[config.mk]
export PLATFORM = sky130hd
export DESIGN_NAME = bp_cfg_table_streamer
export DESIGN_NICKNAME = d
export VERILOG_FILES = /design/src/rtl/bp_cfg_table_streamer.sv
export SDC_FILE = /design/constraint.sdc
export NUM_CORES = 1
export LEC_CHECK = 0
export ABC_AREA = 1
export BUFFER_PORTS_ARGS = -buffer_cell sky130_fd_sc_hd__buf_4
export CAP_MARGIN = 10
export CORE_MARGIN = 2
export CORE_UTILIZATION = 44
export CTS_CLUSTER_DIAMETER = 50
export DETAILED_ROUTE_END_ITERATION = 10
export PLACE_DENSITY_LB_ADDON = 0.25
export SYNTH_ARGS = -nofsm -noshare
export SYNTH_HDL_FRONTEND = slang
export SYNTH_SLANG_ARGS = --single-unit
export TNS_END_PERCENT = 20
[constraint.sdc]
create_clock -name clk_i -period 3.08 [get_ports clk_i]
set_input_delay 0.462 -clock clk_i [delete_from_list [all_inputs] [get_ports clk_i]]
set_output_delay 0.462 -clock clk_i [all_outputs]
set_load 0.01 [all_outputs]
[src/rtl/bp_cfg_table_streamer.sv]
// Streams one packed config record from a parameter table as data_width_p-bit beats, LSB beat first.
// Optional build macro BP_CFG_STREAM_CHECKSUM_EN appends an XOR checksum beat to valid-id responses.
module bp_cfg_table_streamer #(
    parameter int num_cfgs_p   = 12,
    parameter int max_cfgs_p   = 128,
    parameter int cfg_width_p  = 256,
    parameter int data_width_p = 64,
    parameter logic [num_cfgs_p*cfg_width_p-1:0] cfg_table_p = '0,
    localparam int lg_max_cfgs_lp = $clog2(max_cfgs_p)
) (
    input  logic                      clk_i,
    input  logic                      reset_i,
    input  logic [lg_max_cfgs_lp-1:0] req_id_i,
    input  logic                      req_v_i,
    output logic                      req_ready_o,
    output logic [data_width_p-1:0]   data_o,
    output logic                      v_o,
    output logic                      last_o,
    output logic                      err_o,
    input  logic                      ready_i,
    output logic                      busy_o
);

    localparam int beats_lp = (cfg_width_p + data_width_p - 1) / data_width_p;
    localparam int pad_w_lp = beats_lp * data_width_p;
    localparam int cnt_w_lp = $clog2(beats_lp + 1);
`ifdef BP_CFG_STREAM_CHECKSUM_EN
    localparam int resp_beats_lp = beats_lp + 1;
`else
    localparam int resp_beats_lp = beats_lp;
`endif
    localparam logic [cnt_w_lp-1:0]       last_cnt_lp = cnt_w_lp'(resp_beats_lp - 1);
    localparam logic [lg_max_cfgs_lp:0]   num_cfgs_lp = (lg_max_cfgs_lp + 1)'(num_cfgs_p);

    typedef enum logic [1:0] {IDLE, STREAM, ERR} state_e;

    state_e                    state_q, state_d;
    logic [cnt_w_lp-1:0]       cnt_q, cnt_d;
    logic [lg_max_cfgs_lp-1:0] id_q, id_d;
    logic [data_width_p-1:0]   data_q, data_d;
    logic                      v_q, v_d, last_q, last_d, err_q, err_d;
    logic                      id_ok;

    // Record is zero-padded up to a whole number of beats before slicing.
    function automatic logic [data_width_p-1:0] beat_of(input logic [lg_max_cfgs_lp-1:0] id,
                                                        input int idx);
        logic [pad_w_lp-1:0] rec;
        rec = '0;
        if ({1'b0, id} < num_cfgs_lp)
            rec[cfg_width_p-1:0] = cfg_table_p[int'(id)*cfg_width_p +: cfg_width_p];
        return rec[idx*data_width_p +: data_width_p];
    endfunction

`ifdef BP_CFG_STREAM_CHECKSUM_EN
    function automatic logic [data_width_p-1:0] checksum_of(input logic [lg_max_cfgs_lp-1:0] id);
        logic [data_width_p-1:0] x;
        x = '0;
        for (int b = 0; b < beats_lp; b++)
            x ^= beat_of(id, b);
        return x;
    endfunction
`endif

    function automatic logic [data_width_p-1:0] next_beat(input logic [lg_max_cfgs_lp-1:0] id,
                                                          input int idx);
`ifdef BP_CFG_STREAM_CHECKSUM_EN
        if (idx >= beats_lp)
            return checksum_of(id);
`endif
        return beat_of(id, idx);
    endfunction

    assign id_ok = (req_id_i != '0) && ({1'b0, req_id_i} < num_cfgs_lp);

    always_comb begin
        state_d = state_q;
        cnt_d   = cnt_q;
        id_d    = id_q;
        data_d  = data_q;
        v_d     = v_q;
        last_d  = last_q;
        err_d   = err_q;
        unique case (state_q)
            IDLE: begin
                if (req_v_i) begin
                    cnt_d = '0;
                    v_d   = 1'b1;
                    if (id_ok) begin
                        state_d = STREAM;
                        id_d    = req_id_i;
                        data_d  = next_beat(req_id_i, 0);
                        last_d  = (last_cnt_lp == '0);
                        err_d   = 1'b0;
                    end else begin
                        state_d = ERR;
                        data_d  = '0;
                        last_d  = 1'b1;
                        err_d   = 1'b1;
                    end
                end
            end
            STREAM: begin
                if (ready_i) begin
                    if (cnt_q == last_cnt_lp) begin
                        state_d = IDLE;
                        cnt_d   = '0;
                        data_d  = '0;
                        v_d     = 1'b0;
                        last_d  = 1'b0;
                    end else begin
                        cnt_d  = cnt_q + 1'b1;
                        data_d = next_beat(id_q, int'(cnt_q) + 1);
                        last_d = ((cnt_q + 1'b1) == last_cnt_lp);
                    end
                end
            end
            ERR: begin
                if (ready_i) begin
                    state_d = IDLE;
                    v_d     = 1'b0;
                    last_d  = 1'b0;
                    err_d   = 1'b0;
                end
            end
            default: state_d = IDLE;
        endcase
    end

    always_ff @(posedge clk_i) begin
        if (reset_i) begin
            state_q <= IDLE;
            cnt_q   <= '0;
            id_q    <= '0;
            data_q  <= '0;
            v_q     <= 1'b0;
            last_q  <= 1'b0;
            err_q   <= 1'b0;
        end else begin
            state_q <= state_d;
            cnt_q   <= cnt_d;
            id_q    <= id_d;
            data_q  <= data_d;
            v_q     <= v_d;
            last_q  <= last_d;
            err_q   <= err_d;
        end
    end

    assign req_ready_o = (state_q == IDLE);
    assign busy_o      = (state_q != IDLE);
    assign data_o      = data_q;
    assign v_o         = v_q;
    assign last_o      = last_q;
    assign err_o       = err_q;

endmodule

==> run summary, run 1 <==
outcome - completed
Max Cap Violations - 0
P_leak - 0.000630 µW
Hold/Removal Path Class - input pin to flop
RSZ-0062 raised after global routing - no
initial antenna violation count - 0
fin crit share - 0.560
crit path launch type - flop
P per Cell Area - 367 nW/µm²
Inserted Diodes - 0
Syn Std Cell Area - 1080 µm²
clock period minus final worst setup slack - 1720 ps
WP data arrival - 1260 ps
first-pass iteration count of the detailed router - 4
Min-Delay Startpoint - reset_i
Mapped Cells - 158
Peak VDD IR - 0.000246 V
Min-Delay Endpoint - cnt_q[1]
Hold Fails Final Rpt - 0
Slew Viols, Final - 0
Synth Register Bits - 8
post-synth cell types - 17
number of DRC markers in iteration 0 - 10
critical path class - flop to output port
dpl cells - 200
total CTS buffers - 3
H-tree lvl count - 1
Slowest cell on crit path - dfxtp_1
Fmax - 0.580 GHz
routed wire length - 1.41 mm
register area share after synthesis - 0.148
hold buffers post-CTS - 0
largest net degree at the start of global routing - 8
Via density - 3.59
DIE AREA - 2880 µm²
Hold Crit Depth - 2
width of the die - 53.7 µm
core area - 2280 µm²
Avg Inst Size Synth - 6.87 µm²
# port buffers - 15
CTS tree - done
worst r2r src - state_q[0]
crit-path max cell delay - 380 ps
DR vias - 728
R2R depth - 10
All-Layer GR Usage - 0.111
Final TNS setup - 0 ps
IO Count - 80
Pint - 220 µW
post-CTS sizing - 0
crit-path leading delay family - flip-flops
switching part of the total - 0.405
Clock Path Buffers - 2
Final Cell Area - 1010 µm²
initial core utilization - 0.477
layout overhead on the synthesized area - -6.81%
R2R Path End - last_o
Setup violations, final - 0
YS warnings - 0
net switching power - 150 µW
Fill cells - 267
GPL Wtd Cong - 0.754
CTS Root Cell - clkbuf_4
placed instance area - 988 µm²
wire per inst - 6.96 µm
CP bufs+invs - 3
Antenna Nets Post-Route - 0
worst skew pair latency - 250 ps
CP Cell Sequence - inv_1, ha_1, inv_1, buf_4
Fin Clk Skew - 4.23 ps
first-pass GRT wire length - 2.33 mm
crit end category - output port
most frequent cells in the layout - conb_1, nand2_1, inv_1, buf_4, nor2_1
Req. time, crit path - 2620 ps
Residual DRC - 0
Comb power frac - 0.433
number of global-route vias before repair - 580
postcts setup bufs - 0
Flop pwr share - 0.352
Sink Count - 8
overflow left after global routing - 0
nets - 196
Final HPWL DP - 1.27 mm
Critical Path Fanout Max - 6
die height - 53.7 µm
# rows - 17
register-to-register setup slack - 1650 ps
commonest non-fill, non-tap cell in the layout - conb_1
CP dominant cell by count - inv_1
clock slew at reported path FFs - 50 ps
final std cells w/o fill - 203
clock power share - 0.215
share of cells above drive strength 1 - 0.149
==> layout make-up <==
class	instances	area (µm²)	share of cell area
repair buffers	15	113	0.111
flip-flops and latches	8	160	0.158
multi-input cells	129	606	0.599
inverters	20	75.1	0.0743
clock buffers	3	22.5	0.0223
well taps	28	35.0	0.0347
==> routing by layer <==
layer / wire length [µm] / share of wire / track usage
met5: 0 / 0 / 0
met4: 0 / 0 / 0.0128
met3: 175 / 0.12 / 0.0556
met2: 722 / 0.51 / 0.206
met1: 515 / 0.36 / 0.116
==> worst max path at each step <==
| stage | startpoint | endpoint | slack (ps) | cells after the start |
|---|---|---|---|---|
| floorplan | state_q[0] | last_o | 1740 | 10 |
| global placement | state_q[0] | busy_o | 1670 | 4 |
| detailed placement | state_q[0] | busy_o | 1630 | 4 |
| CTS | state_q[0] | busy_o | 1340 | 4 |
| global route | state_q[0] | busy_o | 1240 | 4 |
| finish | state_q[0] | busy_o | 1360 | 4 |
==> sequential cells by signal, indices dropped and copies added, names as in the netlist <==
signal,flops
cnt_q,3
err_o,1
last_o,1
state_q,2
v_o,1
==> worst reg2reg max path: cells and delay by family (launching register included) <==
kind	cells	cell delay (ps)
simple gates	6	520
flops	1	380
fa+ha+maj	1	260
buf+inv	3	170
==> Yosys cell counts <==
master   count  area share
inv_1       19       0.066
nand2_2      1      0.0058
o21ai_2      1      0.0081
dfxtp_1      8        0.15
or2_4        1      0.0081
nor2_2       3       0.017
nand3_1      7       0.032
a21oi_4      1       0.015
a21oi_1      4       0.018
conb_1       1      0.0035
nand2_1     22       0.076
ha_1         8       0.092
nor2_1      14       0.048
buf_4       64        0.44
inv_2        1      0.0035
o21ai_0      2      0.0092
or2_1        1      0.0058
==> metrics by stage <==
step            util  hold slack [ps]  total power, µW  setup slack [ps]
2_1_floorplan      -              470              308              1740
3_3_place_gp   0.434              452              291              1670
3_5_place_dp   0.434              455              293              1630
4_1_cts        0.444              422              377              1340
5_1_grt        0.444              430              412              1240
6_report       0.444              428              371              1360
==> cell families (layout without fill, tap and decap cells) <==
logic type,count (synthesis),after routing,share of synthesized area
flops,8,8,0.148
simple gates,49,49,0.194
fa+ha+maj,8,8,0.0923
compound gates,8,8,0.0508
other cells,1,64,0.00346
buf+inv,84,38,0.512
==> power by group through the flow <==
stage	Sequential (µW)	Combinational, µW	Clock [µW]
after global routing	133	187	91.9
after global placement	132	159	0
after floorplan	134	174	0
final	130	161	79.8
after detailed placement	133	160	0
after CTS	131	161	85.3
Note: power is estimated with default switching activity, not from simulation.
==> run 2: changes to the inputs <==
--- a/config.mk
+++ b/config.mk
@@ -5,11 +5,11 @@
 export SDC_FILE = /design/constraint.sdc
 export NUM_CORES = 1
 export LEC_CHECK = 0
-export ABC_AREA = 1
+export ABC_AREA = 0
 export BUFFER_PORTS_ARGS = -buffer_cell sky130_fd_sc_hd__buf_4
 export CAP_MARGIN = 10
 export CORE_MARGIN = 2
-export CORE_UTILIZATION = 44
+export CORE_UTILIZATION = 40
 export CTS_CLUSTER_DIAMETER = 50
 export DETAILED_ROUTE_END_ITERATION = 10
 export PLACE_DENSITY_LB_ADDON = 0.25
==> constraint.sdc (replaced) <==
create_clock -name clk_i -period 1.6 [get_ports clk_i]
set_input_delay 0.24 -clock clk_i [delete_from_list [all_inputs] [get_ports clk_i]]
set_output_delay 0.24 -clock clk_i [all_outputs]
set_load 0.01 [all_outputs]
==> run 2 against run 1 <==
Setup slack got worse by 1300 ps. Via count down 8.4%. Critical path depth rose by 2. Critical path type is now flop to flop.
==> run summary, run 2 <==
outcome - completed
most frequent cells in the layout - conb_1, buf_4, ha_1
M2 GR Usage - 0.163 (-0.0431)
Synth Register Bits - 8 (unchanged)
Fmax - 0.648 GHz
crit end category - flop
most frequent cell after synthesis - buf_4
Mapped Cells - 128 (-19%)
Syn Std Cell Area - 1030 µm² (-4.6%)
Min-Delay Endpoint - cnt_q[0]
xor/xnor share of the synthesized area - 0 (unchanged)
P_leak - 0.000541 µW (-14%)
Residual DRC - 0 (unchanged)
routed wire length - 1.49 mm (+5.1%)
P per Cell Area - 746 nW/µm² (+100%)
number of DRC markers in iteration 0 - 6 (-4)
commonest non-fill, non-tap cell in the layout - conb_1
max reg flops - 3 (unchanged)
Antenna Nets Post-Route - 0 (unchanged)
register area share after synthesis - 0.155 (+0.00714)
synth cell count leaders - buf_4, dfxtp_1, ha_1
prevailing post-synth register cell - dfxtp_1
DR vias - 667 (-8.4%)
overflow left after global routing - 0 (unchanged)
post-synth cell types - 26 (+9)
H-tree lvl count - 1 (unchanged)
first-pass iteration count of the detailed router - 3 (-1)
clock period minus final worst setup slack - 1540 ps
Peak VDD IR - 0.000367 V (+49%)
first-pass GRT wire length - 2.09 mm (-10%)
crit path from - cnt_q[0]
Hold Crit Depth - 2 (unchanged)
IO Count - 80 (unchanged)
worst r2r src - cnt_q[0]
Critical Path Fanout Max - 4 (-2)
initial antenna violation count - 0 (unchanged)
Hold/Removal Path Class - input pin to flop
register-to-register setup slack - 60 ps (-1590 ps)
total CTS buffers - 3 (unchanged)
critical path class - flop to flop
Sink Count - 8 (unchanged)
Clock Path Buffers - 2 (unchanged)
All-Layer GR Usage - 0.0990 (-0.0125)
Compound-Gate Fraction of Synth Area - 0.0846 (+0.0339)
clock slew at reported path FFs - 60 ps (about the same)
R2R depth - 6 (-4)
DIE AREA - 3010 µm² (+4.5%)
crit path launch type - flop
Inserted Diodes - 0 (unchanged)
Max Cap Violations - 0 (unchanged)
Synth area leader - buf_4
final hold slack - 216 ps (-212 ps)
width of the die - 54.9 µm (+2.2%)
Slew Viols, Final - 0 (unchanged)
share of cells above drive strength 1 - 0.216 (+0.0676)
Synth top area share - 0.464 (+0.0214)
area share of fa/ha/maj cells after synthesis - 0.0967 (+0.00446)
Final TNS setup - 0 ps (unchanged)
number of global-route vias before repair - 501 (-14%)
Min-Delay Startpoint - reset_i
Final HPWL DP - 1.25 mm (-1.7%)
largest net degree at the start of global routing - 10 (+2)
fin crit share - 0.965
GPL Wtd Cong - 0.698 (-7.3%)
Biggest register - cnt_q
main combinational cell family by area after synthesis - buffers and inverters
multiplexer area fraction after synthesis - 0 (unchanged)
YS warnings - 0 (unchanged)
Simple-Gate Fraction of Synth Area - 0.170 (-0.0233)
die height - 54.9 µm (+2.2%)
Post-synth EDFFs - 0 (unchanged)
hold buffers post-CTS - 0 (unchanged)
Via density - 3.75 (+4.5%)
R2R Path End - state_q[1]
wire per inst - 8.34 µm (+20%)
Design Power - 755 µW (+100%)
nets - 169 (-14%)
Req. time, crit path - 1760 ps (-860 ps)
layout overhead on the synthesized area - -2.30%
top flop regs - cnt_q x3, state_q x2
WP data arrival - 1700 ps (+440 ps)
top cells by area, synth - buf_4, dfxtp_1, ha_1, a21oi_1, inv_1
RSZ-0062 raised after global routing - yes
CTS Root Cell - clkbuf_4
CTS tree - done
# rows - 18 (+1)
Hold Fails Final Rpt - 0 (unchanged)
GR Util met1 - 0.113 (-0.00285)
Fin Clk Skew - 3.85 ps (-0.384 ps)
Setup violations, final - 0 (unchanged)
Avg Inst Size Synth - 8.08 µm² (+18%)
core area - 2450 µm² (+7.9%)
GR met3 Demand/Resource - 0.0492 (-0.00638)
initial core utilization - 0.422 (-0.0551)
post-synthesis async set-or-reset flop share - 0 (unchanged)
# port buffers - 15 (unchanged)
Most Crowded Layer GR - met2
worst skew pair latency - 260 ps (about the same)
==> run 2: cell types whose count changed in the layout (fill, tap and decap cells not counted), sizes merged, moves of 2 or more <==
| cell | before | now |
|---|---|---|
| o21ai | 3 | 0 |
| inv | 20 | 6 |
| nor2 | 17 | 6 |
| nand2b | 0 | 2 |
| nand4 | 0 | 2 |
| buf | 15 | 19 |
| nand2 | 23 | 4 |
| nand3 | 7 | 2 |
| nor4 | 0 | 3 |
| a211oi | 0 | 2 |
| or2 | 2 | 0 |
| o31ai | 0 | 2 |
| or3 | 0 | 3 |
| nor2b | 0 | 4 |
==> run 2: cell type report <==
| type | count | area [µm²] |
|---|---|---|
| Timing Repair Buffer | 19 | 143 |
| Sequential cell | 8 | 163 |
| Clock buffer | 3 | 22.5 |
| Tap cell | 30 | 37.5 |
| Fill cell | 257 | 1440 |
| Inverter | 6 | 22.5 |
| Multi-Input combinational cell | 112 | 623 |
==> run 2: kinds of logic after synthesis <==
kind of cell	after synthesis
AND/OR/NAND/NOR	28
flip-flops	8
adder cells (fa/ha/maj)	8
AO/OA/AOI/OAI	12
buffers and inverters	71
other	1
==> run 2: per-stage QoR <==
step | instance area [µm²] | setup slack [ps] | instances | utilization
after detailed placement | 960 | 9.51 | 174 | 0.391
after global routing | 1010 | -78.5 | 178 | 0.412
final | 1010 | 56.3 | 178 | 0.412
after global placement | 960 | 21.1 | 174 | 0.391
after CTS | 985 | 5.54 | 177 | 0.401
after floorplan | 1270 | 30.7 | 191 | -
==> run 2: critical path, stage by stage (launching register included) <==
cell	delay [ps]
dfxtp_1	370
ha_1	200
ha_1	190
nor2b_1	70
nor4_2	400
nand3b_1	130
o31ai_1	90
==> run 2: layer usage <==
layer / wire length, µm / up-vias
li1: - / 329
met1: 552 / 288
met4: 0 / 0
met3: 209 / 0
met5: 0 / -
met2: 723 / 50
==> run 2: power by group <==
part	internal, µW	switching (µW)	total (µW)
clock	86.1	72.2	158
combinational	150	205	355
sequential	226	15.2	241
==> run 2: worst max-delay path by stage <==
| stage | to | slack [ps] | depth (start not counted) |
|---|---|---|---|
| detailed placement | cnt_q[1] | 10 | 6 |
| finish | state_q[1] | 60 | 6 |
| floorplan | cnt_q[1] | 30 | 6 |
| CTS | v_o | 6 | 6 |
| global route | state_q[1] | -80 | 6 |
| global placement | cnt_q[1] | 20 | 6 |
==> run 2: what timing repair did <==
action	CTS	global route
pin swaps	0	2
resized for setup	1	6
endpoints found under the setup margin	1	5
setup buffers	0	1
